--- src/rtl/icache_ctrl_if.sv ---
// Fetch-side bus bundle for the icache controller: IFU request/response, cache lookup/fill, memory read.
// The controller takes the slave view; the surrounding IFU, cache array and memory take the master view.
interface icache_ctrl_if;
  logic        ifu_req_valid;
  logic        ifu_req_ready;
  logic [29:0] ifu_addr;
  logic        ifu_resp_valid;
  logic        ifu_resp_ready;
  logic [31:0] ifu_rdata;
  logic        ifu_resp_err;

  logic        ic_req_valid;
  logic [29:0] ic_addr;
  logic        ic_is_hit;
  logic [31:0] ic_rdata;
  logic        ic_wen;
  logic [31:0] ic_wdata;

  logic        mem_req_valid;
  logic        mem_req_ready;
  logic [31:0] mem_addr;
  logic        mem_resp_valid;
  logic [31:0] mem_rdata;
  logic        mem_resp_err;

  modport slave (
    input  ifu_req_valid, ifu_addr, ifu_resp_ready,
    input  ic_is_hit, ic_rdata,
    input  mem_req_ready, mem_resp_valid, mem_rdata, mem_resp_err,
    output ifu_req_ready, ifu_resp_valid, ifu_rdata, ifu_resp_err,
    output ic_req_valid, ic_addr, ic_wen, ic_wdata,
    output mem_req_valid, mem_addr
  );

  modport master (
    output ifu_req_valid, ifu_addr, ifu_resp_ready,
    output ic_is_hit, ic_rdata,
    output mem_req_ready, mem_resp_valid, mem_rdata, mem_resp_err,
    input  ifu_req_ready, ifu_resp_valid, ifu_rdata, ifu_resp_err,
    input  ic_req_valid, ic_addr, ic_wen, ic_wdata,
    input  mem_req_valid, mem_addr
  );
endinterface

--- src/rtl/icache_ctrl.sv ---
// Single-outstanding fetch controller for a direct-mapped, one-word-per-line instruction cache,
// with an uncached bypass window and hit/miss/bypass counters.
module icache_ctrl #(
  parameter logic [31:0] UC_BASE = 32'hA000_0000,
  parameter logic [31:0] UC_MASK = 32'hF000_0000,
  parameter int unsigned CNT_W   = 32
) (
  input  logic             clock,
  input  logic             reset,
  icache_ctrl_if.slave     bus,
  output logic [CNT_W-1:0] hit_cnt,
  output logic [CNT_W-1:0] miss_cnt,
  output logic [CNT_W-1:0] byp_cnt
);
  typedef enum logic [2:0] {IDLE, LOOKUP, MEM_REQ, MEM_WAIT, FILL, RESP} state_t;

  state_t      state;
  logic [29:0] addr_q;
  logic        uc_q;
  logic [31:0] data_q;
  logic        err_q;
  logic        req_ready_q;
  logic        ic_req_q;
  logic        mem_req_q;
  logic        wen_q;
  logic        resp_q;
  logic        uc_dec;

  assign uc_dec = (({bus.ifu_addr, 2'b00} & UC_MASK) == UC_BASE);

  // NOTE: all state here is sequential, so every assignment is non-blocking; blocking would let
  // later statements in the same edge see half-updated values and break sim/synth equivalence.
  always_ff @(posedge clock or posedge reset) begin
    if (reset) begin
      state       <= IDLE;
      addr_q      <= '0;
      uc_q        <= 1'b0;
      data_q      <= '0;
      err_q       <= 1'b0;
      req_ready_q <= 1'b1;
      ic_req_q    <= 1'b0;
      mem_req_q   <= 1'b0;
      wen_q       <= 1'b0;
      resp_q      <= 1'b0;
      hit_cnt     <= '0;
      miss_cnt    <= '0;
      byp_cnt     <= '0;
    end else begin
      // Lookup strobe and fill enable only ever last one cycle.
      ic_req_q <= 1'b0;
      wen_q    <= 1'b0;
      case (state)
        IDLE: begin
          if (bus.ifu_req_valid && req_ready_q) begin
            addr_q      <= bus.ifu_addr;
            uc_q        <= uc_dec;
            ic_req_q    <= !uc_dec;
            req_ready_q <= 1'b0;
            state       <= LOOKUP;
          end
        end
        LOOKUP: begin
          if (uc_q) begin
            byp_cnt   <= byp_cnt + CNT_W'(1);
            mem_req_q <= 1'b1;
            state     <= MEM_REQ;
          end else if (bus.ic_is_hit) begin
            data_q  <= bus.ic_rdata;
            err_q   <= 1'b0;
            hit_cnt <= hit_cnt + CNT_W'(1);
            resp_q  <= 1'b1;
            state   <= RESP;
          end else begin
            miss_cnt  <= miss_cnt + CNT_W'(1);
            mem_req_q <= 1'b1;
            state     <= MEM_REQ;
          end
        end
        MEM_REQ: begin
          if (bus.mem_req_ready) begin
            mem_req_q <= 1'b0;
            state     <= MEM_WAIT;
          end
        end
        MEM_WAIT: begin
          if (bus.mem_resp_valid) begin
            data_q <= bus.mem_rdata;
            err_q  <= bus.mem_resp_err;
            // Errored or uncached data must never land in the cache.
            if (bus.mem_resp_err || uc_q) begin
              resp_q <= 1'b1;
              state  <= RESP;
            end else begin
              wen_q <= 1'b1;
              state <= FILL;
            end
          end
        end
        FILL: begin
          resp_q <= 1'b1;
          state  <= RESP;
        end
        RESP: begin
          if (bus.ifu_resp_ready) begin
            resp_q      <= 1'b0;
            req_ready_q <= 1'b1;
            state       <= IDLE;
          end
        end
        default: state <= IDLE;
      endcase
    end
  end

  // Ready is held low while reset is asserted so every output reads zero during reset.
  assign bus.ifu_req_ready  = req_ready_q & ~reset;
  assign bus.ifu_resp_valid = resp_q;
  assign bus.ifu_rdata      = resp_q ? data_q : '0;
  assign bus.ifu_resp_err   = resp_q & err_q;
  assign bus.ic_req_valid   = ic_req_q;
  assign bus.ic_addr        = addr_q;
  assign bus.ic_wen         = wen_q;
  assign bus.ic_wdata       = wen_q ? data_q : '0;
  assign bus.mem_req_valid  = mem_req_q;
  assign bus.mem_addr       = mem_req_q ? {addr_q, 2'b00} : '0;
endmodule

--- src/flat_wrapper.sv ---
// flat-port wrapper written by rule: the top's interface ports become plain ports
module icache_ctrl_flat 
#(
  parameter logic [31:0] UC_BASE = 32'hA000_0000,
  parameter logic [31:0] UC_MASK = 32'hF000_0000,
  parameter int unsigned CNT_W   = 32
)
  (clock, reset, hit_cnt, miss_cnt, byp_cnt, bus_ifu_req_valid, bus_ifu_addr, bus_ifu_resp_ready, bus_ic_is_hit, bus_ic_rdata, bus_mem_req_ready, bus_mem_resp_valid, bus_mem_rdata, bus_mem_resp_err, bus_ifu_req_ready, bus_ifu_resp_valid, bus_ifu_rdata, bus_ifu_resp_err, bus_ic_req_valid, bus_ic_addr, bus_ic_wen, bus_ic_wdata, bus_mem_req_valid, bus_mem_addr);
  icache_ctrl_if bus_i ();
  input  logic clock;
  input  logic reset;
  output logic [CNT_W-1:0] hit_cnt;
  output logic [CNT_W-1:0] miss_cnt;
  output logic [CNT_W-1:0] byp_cnt;
  input wire logic [$bits(bus_i.ifu_req_valid)-1:0] bus_ifu_req_valid;
  input wire logic [$bits(bus_i.ifu_addr)-1:0] bus_ifu_addr;
  input wire logic [$bits(bus_i.ifu_resp_ready)-1:0] bus_ifu_resp_ready;
  input wire logic [$bits(bus_i.ic_is_hit)-1:0] bus_ic_is_hit;
  input wire logic [$bits(bus_i.ic_rdata)-1:0] bus_ic_rdata;
  input wire logic [$bits(bus_i.mem_req_ready)-1:0] bus_mem_req_ready;
  input wire logic [$bits(bus_i.mem_resp_valid)-1:0] bus_mem_resp_valid;
  input wire logic [$bits(bus_i.mem_rdata)-1:0] bus_mem_rdata;
  input wire logic [$bits(bus_i.mem_resp_err)-1:0] bus_mem_resp_err;
  output wire logic [$bits(bus_i.ifu_req_ready)-1:0] bus_ifu_req_ready;
  output wire logic [$bits(bus_i.ifu_resp_valid)-1:0] bus_ifu_resp_valid;
  output wire logic [$bits(bus_i.ifu_rdata)-1:0] bus_ifu_rdata;
  output wire logic [$bits(bus_i.ifu_resp_err)-1:0] bus_ifu_resp_err;
  output wire logic [$bits(bus_i.ic_req_valid)-1:0] bus_ic_req_valid;
  output wire logic [$bits(bus_i.ic_addr)-1:0] bus_ic_addr;
  output wire logic [$bits(bus_i.ic_wen)-1:0] bus_ic_wen;
  output wire logic [$bits(bus_i.ic_wdata)-1:0] bus_ic_wdata;
  output wire logic [$bits(bus_i.mem_req_valid)-1:0] bus_mem_req_valid;
  output wire logic [$bits(bus_i.mem_addr)-1:0] bus_mem_addr;
  assign bus_i.ifu_req_valid = bus_ifu_req_valid;
  assign bus_i.ifu_addr = bus_ifu_addr;
  assign bus_i.ifu_resp_ready = bus_ifu_resp_ready;
  assign bus_i.ic_is_hit = bus_ic_is_hit;
  assign bus_i.ic_rdata = bus_ic_rdata;
  assign bus_i.mem_req_ready = bus_mem_req_ready;
  assign bus_i.mem_resp_valid = bus_mem_resp_valid;
  assign bus_i.mem_rdata = bus_mem_rdata;
  assign bus_i.mem_resp_err = bus_mem_resp_err;
  assign bus_ifu_req_ready = bus_i.ifu_req_ready;
  assign bus_ifu_resp_valid = bus_i.ifu_resp_valid;
  assign bus_ifu_rdata = bus_i.ifu_rdata;
  assign bus_ifu_resp_err = bus_i.ifu_resp_err;
  assign bus_ic_req_valid = bus_i.ic_req_valid;
  assign bus_ic_addr = bus_i.ic_addr;
  assign bus_ic_wen = bus_i.ic_wen;
  assign bus_ic_wdata = bus_i.ic_wdata;
  assign bus_mem_req_valid = bus_i.mem_req_valid;
  assign bus_mem_addr = bus_i.mem_addr;
  icache_ctrl #(.UC_BASE(UC_BASE), .UC_MASK(UC_MASK), .CNT_W(CNT_W)) u_core (.clock(clock), .reset(reset), .bus(bus_i), .hit_cnt(hit_cnt), .miss_cnt(miss_cnt), .byp_cnt(byp_cnt));
endmodule
--- config.mk ---
export PLATFORM = sky130hd
export DESIGN_NAME = icache_ctrl_flat
export DESIGN_NICKNAME = d
export VERILOG_FILES = /design/src/rtl/icache_ctrl_if.sv /design/src/rtl/icache_ctrl.sv /design/src/flat_wrapper.sv
export SDC_FILE = /design/constraint.sdc
export NUM_CORES = 1
export LEC_CHECK = 0
export ABC_AREA = 1
export CAP_MARGIN = 20
export CORE_MARGIN = 2
export CORE_UTILIZATION = 46
export DETAILED_ROUTE_END_ITERATION = 12
export PLACE_DENSITY = 0.82
export SKIP_CTS_REPAIR_TIMING = 1
export SLEW_MARGIN = 15
export SYNTH_ARGS = -nofsm -noshare
export SYNTH_HDL_FRONTEND = slang
export SYNTH_SLANG_ARGS = --single-unit
--- constraint.sdc ---
create_clock -name clock -period 6.9 [get_ports clock]
set_clock_uncertainty 0.15 [all_clocks]
set_input_delay 1.38 -clock clock [delete_from_list [all_inputs] [get_ports clock]]
set_output_delay 1.38 -clock clock [all_outputs]
set_load 0.01 [all_outputs]
Word-level counts from Yosys, hierarchy flattened
Index checks and enable logic that the tools add are counted.

Register bits after elaboration: 168. Input bits: 102. Output and inout bits: 228. Word-level logic and storage cells: 89.

Add/sub/neg operators: 3. Equality and inequality tests: 14. Multiplexer cells: 37. Bitwise operators: 5. Reductions and logical operators: 17.

Operators with widths (number): 2-to-1 mux 32 bit (6); adder 32 x 1 -> 32 bit, second input constant (3); one-hot mux 32 bit (2 select lines) (1); 2-to-1 mux 1 bit (19); 2-to-1 mux 3 bit (6); one-hot mux 3 bit (6 select lines) (1); AND reduction 3 bit (4); inequality test 2 bit, second input constant (5); AND reduction 4 bit (2); equality test 3 x 2 -> 1 bit, second input constant (2); equality test 3 bit, second input constant (2); one-hot mux 1 bit (2 select lines) (3); AND reduction 6 bit (1); nonzero test 2 bit (3); equality test 4 bit, second input constant (1); inequality test 2 x 1 -> 1 bit, second input constant (2); one-hot mux 1 bit (4 select lines) (1); AND reduction 2 bit (2); nonzero test 4 bit (1); equality test 3 x 1 -> 1 bit, second input constant (1); logical NOT 3 bit (1); inequality test 3 x 2 -> 1 bit, second input constant (1); inverter 1 bit (3); bitwise AND 1 bit (2); 3 further kinds (3).

Logic depth before layout (Yosys ltp)
Gate-level depths: netlist of run 1.

Depth in word-level cells: 4. Depth in mapped cells: 10. Mapped depth without buffers: 9.

Least setup slack after synthesis of run 1
No wires, ideal clock.

Path kind: input-to-output. Start point: input port reset. End point: output port bus_ifu_req_ready. Arrival time: 1.549 ns. Data required time: 5.370 ns. Path slack: 3.821 ns. Stages on the path: 1. Buffers on the path: 0. Path through: nor2_1.

Longest elaborated chain between the ends: 2.

RTL lines: start, declared (RTL line flat_wrapper.sv:11) `input logic reset;`; inverter 1 bit (RTL line icache_ctrl.sv:116) `assign bus.ifu_req_ready = req_ready_q & ~reset;`; bitwise AND 1 bit (RTL line icache_ctrl.sv:116); end, declared (RTL line flat_wrapper.sv:24) `output wire logic [$bits(bus_i.ifu_req_ready)-1:0] bus_ifu_req_ready;`.

No other way between the ends.

Final worst setup path of run 1
Same ends and word-level chain as after synthesis.

==> out/metrics.yaml, run 1 <==
global_route:
  grt_pass1_vias: 9299
  grt_antenna_before_repair: 2
  grt_first_pass_wirelength_um: 46000
  grt_max_degree: 78
  grt_use_total_pct: 26.6
  grt_overflow: 0
routing:
  wl_per_cell_um: 14.6
  wirelength_um: 28300
  vias: 9513
  first_iter_violations: 506
  ant_nets: 0
  via_per_inst: 4.91
  drc_errors: 0
  first_pass_iters: 5
synth:
  yosysTopAreaCell: "dfrtp_1"
  synth_top_area_share_pct: 44.7
  syn_avg_cell_area_um2: 7.00
  ys_top_cells_by_area: "dfrtp_1, nand2_1, inv_1"
  syn_area_um2: 9350
  synthCells: 1336
  yosys_warnings: 0
  ys_types: 29
  synth-seq-cells: 168
  synth_seq_area_share_pct: 45.0
clock_network:
  clk_pin_slew_ns: 0.07
  cts_buffers: 17
  cts_buffer_depth: 2
  clock-root-buffer: "clkbuf_16"
  cts_htree_levels: 4
  cts_tree: "built"
  insertion_delay_ns: 0.43
  clock-sinks: 168
floorplanning:
  die_w_um: 147
  die-area_um2: 21500
  coreArea_um2: 20100
  pin_count: 330
  dieHeight_um: 147
  rows: 52
  start_util_pct: 46.5
timing:
  max_freq_ghz: 0.245
  fin_crit_ns: 4.07
  slew_headroom_pct: 29.3
  finalSetupViolations: 0
  min_period_over_period_pct: 59.0
  hold_violations: 0
  setup_slack_ns: 2.83
  rsz0062_at_grt: "no"
  whs_ns: 0.337
  tightestPinTransition_ns: 1.06
  slew_violations: 0
  setup_tns_ns: 0
worst_hold_path:
  hold_depth: 2
  hold_path.startpoint: "u_core.err_q"
  min_path_type: "reg -> reg"
  hold_end: "u_core.err_q"
final_layout:
  final_common_cell: "nand2_1"
  nets: 1756
  utilization_pct: 66.8
  synthToLayoutAreaGrowth_pct: 43.5
  seq_area_um2: 4210
  fill_cells: 1728
  mostFrequentLayoutCells: "nand2_1, clkdlybuf4s50_1, inv_1"
  drive_gt1_share_pct: 4.15
  multi_input_area_um2: 4170
place:
  dpl.hpwl_um: 21500
  port_buffers: 327
  place_congestion: 0.957
  pre_cts_ws_ns: 2.81
setup_path:
  crit_type: "in -> out"
  reg2regPathDepth: 6
  r2r-end: "u_core.uc_q"
  worstPathArrival_ns: 2.54
  end_kind: "output port"
  startpoint_type: "primary input"
  r2r_setup_slack_ns: 3.96
  regToRegStartpoint: "u_core.state[0]"
  critPathRequiredTime_ns: 5.37
  cp_max_fo: 2
power:
  p_leak_nw: 6.96
  max-vdd-ir-drop_uv: 201
  pwr_density_cell_nw_per_um2: 301
  total_power_mw: 4.03
run_status:
  status: "complete, no violations"
job:
  max_cap_violations: 0
cell families (layout without fill, tap and decap cells):
kind of cell | Yosys count | in the layout | share of synthesized area (%)
flops | 168 | 168 | 45.0
buf+inv | 243 | 570 | 10.5
simple gates | 849 | 849 | 38.1
xor+xnor | 53 | 53 | 4.96
other cells | 1 | 4 | 0.0401
compound gates | 19 | 19 | 1.06
fa+ha+maj | 3 | 3 | 0.401
state kept, by name (all words and copies together), names as in the netlist:
| signal | flops |
|---|---|
| u_core.bus.mem_req_valid | 1 |
| u_core.req_ready_q | 1 |
| u_core.bus.ifu_resp_valid | 1 |
| u_core.state | 3 |
| u_core.byp_cnt | 32 |
| u_core.bus.ic_req_valid | 1 |
| u_core.miss_cnt | 32 |
| u_core.uc_q | 1 |
| u_core.bus.ic_addr | 30 |
| u_core.data_q | 32 |
| u_core.bus.ic_wen | 1 |
| u_core.hit_cnt | 32 |
| u_core.err_q | 1 |
Yosys cell counts:
| library cell | instances |
|---|---|
| xnor2_1 | 23 |
| nand2_2 | 3 |
| nand4_1 | 31 |
| o21ai_0 | 12 |
| nand2_1 | 582 |
| nor2_2 | 9 |
| and2_1 | 1 |
| inv_1 | 202 |
| nor3b_1 | 1 |
| inv_2 | 3 |
| dfrtp_1 | 167 |
| buf_6 | 4 |
| nor2_4 | 1 |
| nand3b_1 | 9 |
| dfstp_2 | 1 |
| nand3_2 | 13 |
| buf_4 | 6 |
| clkbuf_1 | 15 |
| conb_1 | 1 |
| nor3_1 | 21 |
| nand3_1 | 83 |
| nor2_1 | 94 |
| a31oi_1 | 1 |
| ha_1 | 3 |
| xor2_1 | 30 |
| a21oi_1 | 5 |
| buf_2 | 13 |
| o21a_1 | 1 |
| nand4_2 | 1 |
cell type report:
| cell class | count | area share, % |
|---|---|---|
| diodes | 2 | 0.0373 |
| clock inverters | 10 | 0.886 |
| repair buffers | 333 | 24.8 |
| flip-flops and latches | 168 | 31.3 |
| clock buffers | 22 | 3.53 |
| multi-input cells | 926 | 31.1 |
| well taps | 270 | 2.52 |
| inverters | 205 | 5.77 |
critical path, stage by stage:
cell	delay, ns
clkdlybuf4s50_1	0.49
nor2_1	0.13
clkdlybuf4s50_1	0.54
power breakdown:
group | leakage (nW) | switching (mW) | internal, mW
Combinational | 4.48 | 0.831 | 0.770
Clock | 0.283 | 0.407 | 0.564
Sequential | 2.19 | 0.256 | 1.21
Total | 6.96 | 1.49 | 2.54
stage by stage:
step,cells,area (um^2)
after detailed placement,1900,12800
after CTS,1932,13400
final,1936,13400
after global routing,1936,13400
after global placement,1900,12800
after floorplan,1337,9360
how the worst max path moves through the flow:
stage	from	slack, ns	end	depth (start not counted)
global placement	reset	2.84	bus_ifu_req_ready	3
global route	reset	2.77	bus_ifu_req_ready	3
finish	reset	2.83	bus_ifu_req_ready	3
CTS	reset	2.82	bus_ifu_req_ready	3
detailed placement	reset	2.81	bus_ifu_req_ready	3
floorplan	reset	0.82	u_core.bus.ic_addr[0]	1
routing by layer:
metal | GRT usage [%] | routed length, um
met1 | 32.4 | 11400
met2 | 46.0 | 13900
met3 | 5.47 | 2040
met4 | 11.0 | 994
met5 | 0 | 0
Power figures use the tool's default switching activity.
==> run 2: changes to the inputs <==
==> constraint.sdc (replaced) <==
create_clock -name clock -period 3.8 [get_ports clock]
set_clock_uncertainty 0.15 [all_clocks]
set_input_delay 0.76 -clock clock [delete_from_list [all_inputs] [get_ports clock]]
set_output_delay 0.76 -clock clock [all_outputs]
set_load 0.01 [all_outputs]
==> out/metrics.yaml, run 2 (synthesized netlist as in run 1, its figures left out) <==
run_status:
  status: "complete, no violations"
floorplanning:
  start_util_pct: 46.5
  die-area_um2: 21500
  rows: 52
  dieHeight_um: 147
  die_w_um: 147
  pin_count: 330
  coreArea_um2: 20100
final_layout:
  fill_cells: 1658
  drive_gt1_share_pct: 4.49
  synthToLayoutAreaGrowth_pct: 44.1
  utilization_pct: 67.0
  final_common_cell: "nand2_1"
  mostFrequentLayoutCells: "nand2_1, clkdlybuf4s50_1, inv_1"
  nets: 1764
setup_path:
  worst-path-buf-inv: 2
  crit_type: "reg -> out"
  worstPathArrival_ns: 2.18
  critPathRequiredTime_ns: 2.89
  regToRegStartpoint: "u_core.state[2]"
  cpLargestDelayFamily: "flip-flops"
  end_kind: "output port"
  cp_max_fo: 33
  startpoint_type: "flip-flop"
  crit_chain: "nand2_1 > inv_1 > clkdlybuf4s50_1"
  cpPeakStageDelay_ns: 0.98
  critPathSlowestCell: "dfrtp_1"
  crit_path_start: "u_core.bus.ic_wen"
power:
  max-vdd-ir-drop_uv: 419
  pwr_density_cell_nw_per_um2: 537
  p_leak_nw: 6.98
  total_power_mw: 7.24
routing:
  wl_per_cell_um: 14.4
  drc_errors: 0
  ant_nets: 0
  vias: 9431
  first_iter_violations: 513
  via_per_inst: 4.86
  first_pass_iters: 6
  wirelength_um: 28000
global_route:
  grt_max_degree: 37
  grt_first_pass_wirelength_um: 45300
  grt_antenna_before_repair: 1
  grt_pass1_vias: 9225
  grt_overflow: 0
  grt_use_total_pct: 26.0
clock_network:
  clock-root-buffer: "clkbuf_16"
  clock-sinks: 168
  cts_buffer_depth: 2
  cts_tree: "built"
  cts_htree_levels: 4
  clk_pin_slew_ns: 0.06
  insertion_delay_ns: 0.43
  cts_buffers: 17
place:
  port_buffers: 327
  pre_cts_ws_ns: 0.808
  dpl.hpwl_um: 21400
  place_congestion: 0.920
worst_hold_path:
  hold_path.startpoint: "u_core.err_q"
  min_path_type: "reg -> reg"
timing:
  rsz0062_at_grt: "no"
  max_freq_ghz: 0.323
  slew_violations: 0
  setup_slack_ns: 0.708
  tightestPinTransition_ns: 1.02
  min_period_over_period_pct: 81.4
  slew_headroom_pct: 31.8
  hold_violations: 0
  fin_crit_ns: 3.09
  whs_ns: 0.338
  finalSetupViolations: 0
  setup_tns_ns: 0
job:
  max_cap_violations: 0
==> run 2: changes by cell type in the layout (fill, tap and decap cells not counted), sizes merged <==
cell / change
bufinv: -1
clkinvlp: +2
clkinv: -1
diode: -1
buf: +8
inv: -1
==> run 2: report_power, final <==
group	leakage (nW)	switching, mW	internal [mW]
Clock	0.259	0.732	0.939
Combinational	4.53	1.56	1.41
Sequential	2.19	0.410	2.19
Total	6.98	2.70	4.54
==> run 2: path summary, 6_finish.rpt <==
check | end | slack, ns | cells past startpoint
setup / recovery | bus_ic_wdata[1] | 0.71 | 3
hold / removal | u_core.err_q | 0.34 | 2
setup reg to reg | u_core.data_q[12] | 1.24 | 9
hold reg to reg | u_core.err_q | 0.34 | 2
max in group asynchronous | u_core.data_q[18] | 2.11 | 3
min in group asynchronous | u_core.bus.ic_addr[16] | 0.74 | 2
==> run 2: routing by layer <==
layer,global-route usage [%],up-vias,wire [um]
met5,0,-,0
met3,6.06,46,2020
met4,10.1,0,783
li1,-,4673,-
met1,32.2,4320,11600
met2,44.2,392,13600
==> run 2: through the flow <==
stage,area [um^2],std cells
floorplan,9360,1337
global placement,12900,1910
detailed placement,12900,1910
CTS,13500,1941
global route,13500,1942
finish,13500,1942
==> run 2: final cells by class <==
cell class / count / area, um^2 / area share, %
flip-flops and latches: 168 / 4210 / 31.2
multi-input cells: 926 / 4170 / 31.0
repair buffers: 341 / 3430 / 25.4
inverters: 205 / 773 / 5.74
clock buffers: 22 / 464 / 3.44
well taps: 270 / 338 / 2.51
clock inverters: 9 / 95.1 / 0.705
diodes: 1 / 2.50 / 0.0186
==> run 2: worst register-to-register path, cell delays in order (launching register included) <==
cell     delay (ns)
dfrtp_1        0.47
inv_2          0.12
nand2_2        0.10
nor2_4         0.37
buf_4          0.33
nand2_2        0.12
and2_1         0.30
buf_4          0.31
nand3_1        0.11
nand2_1        0.06
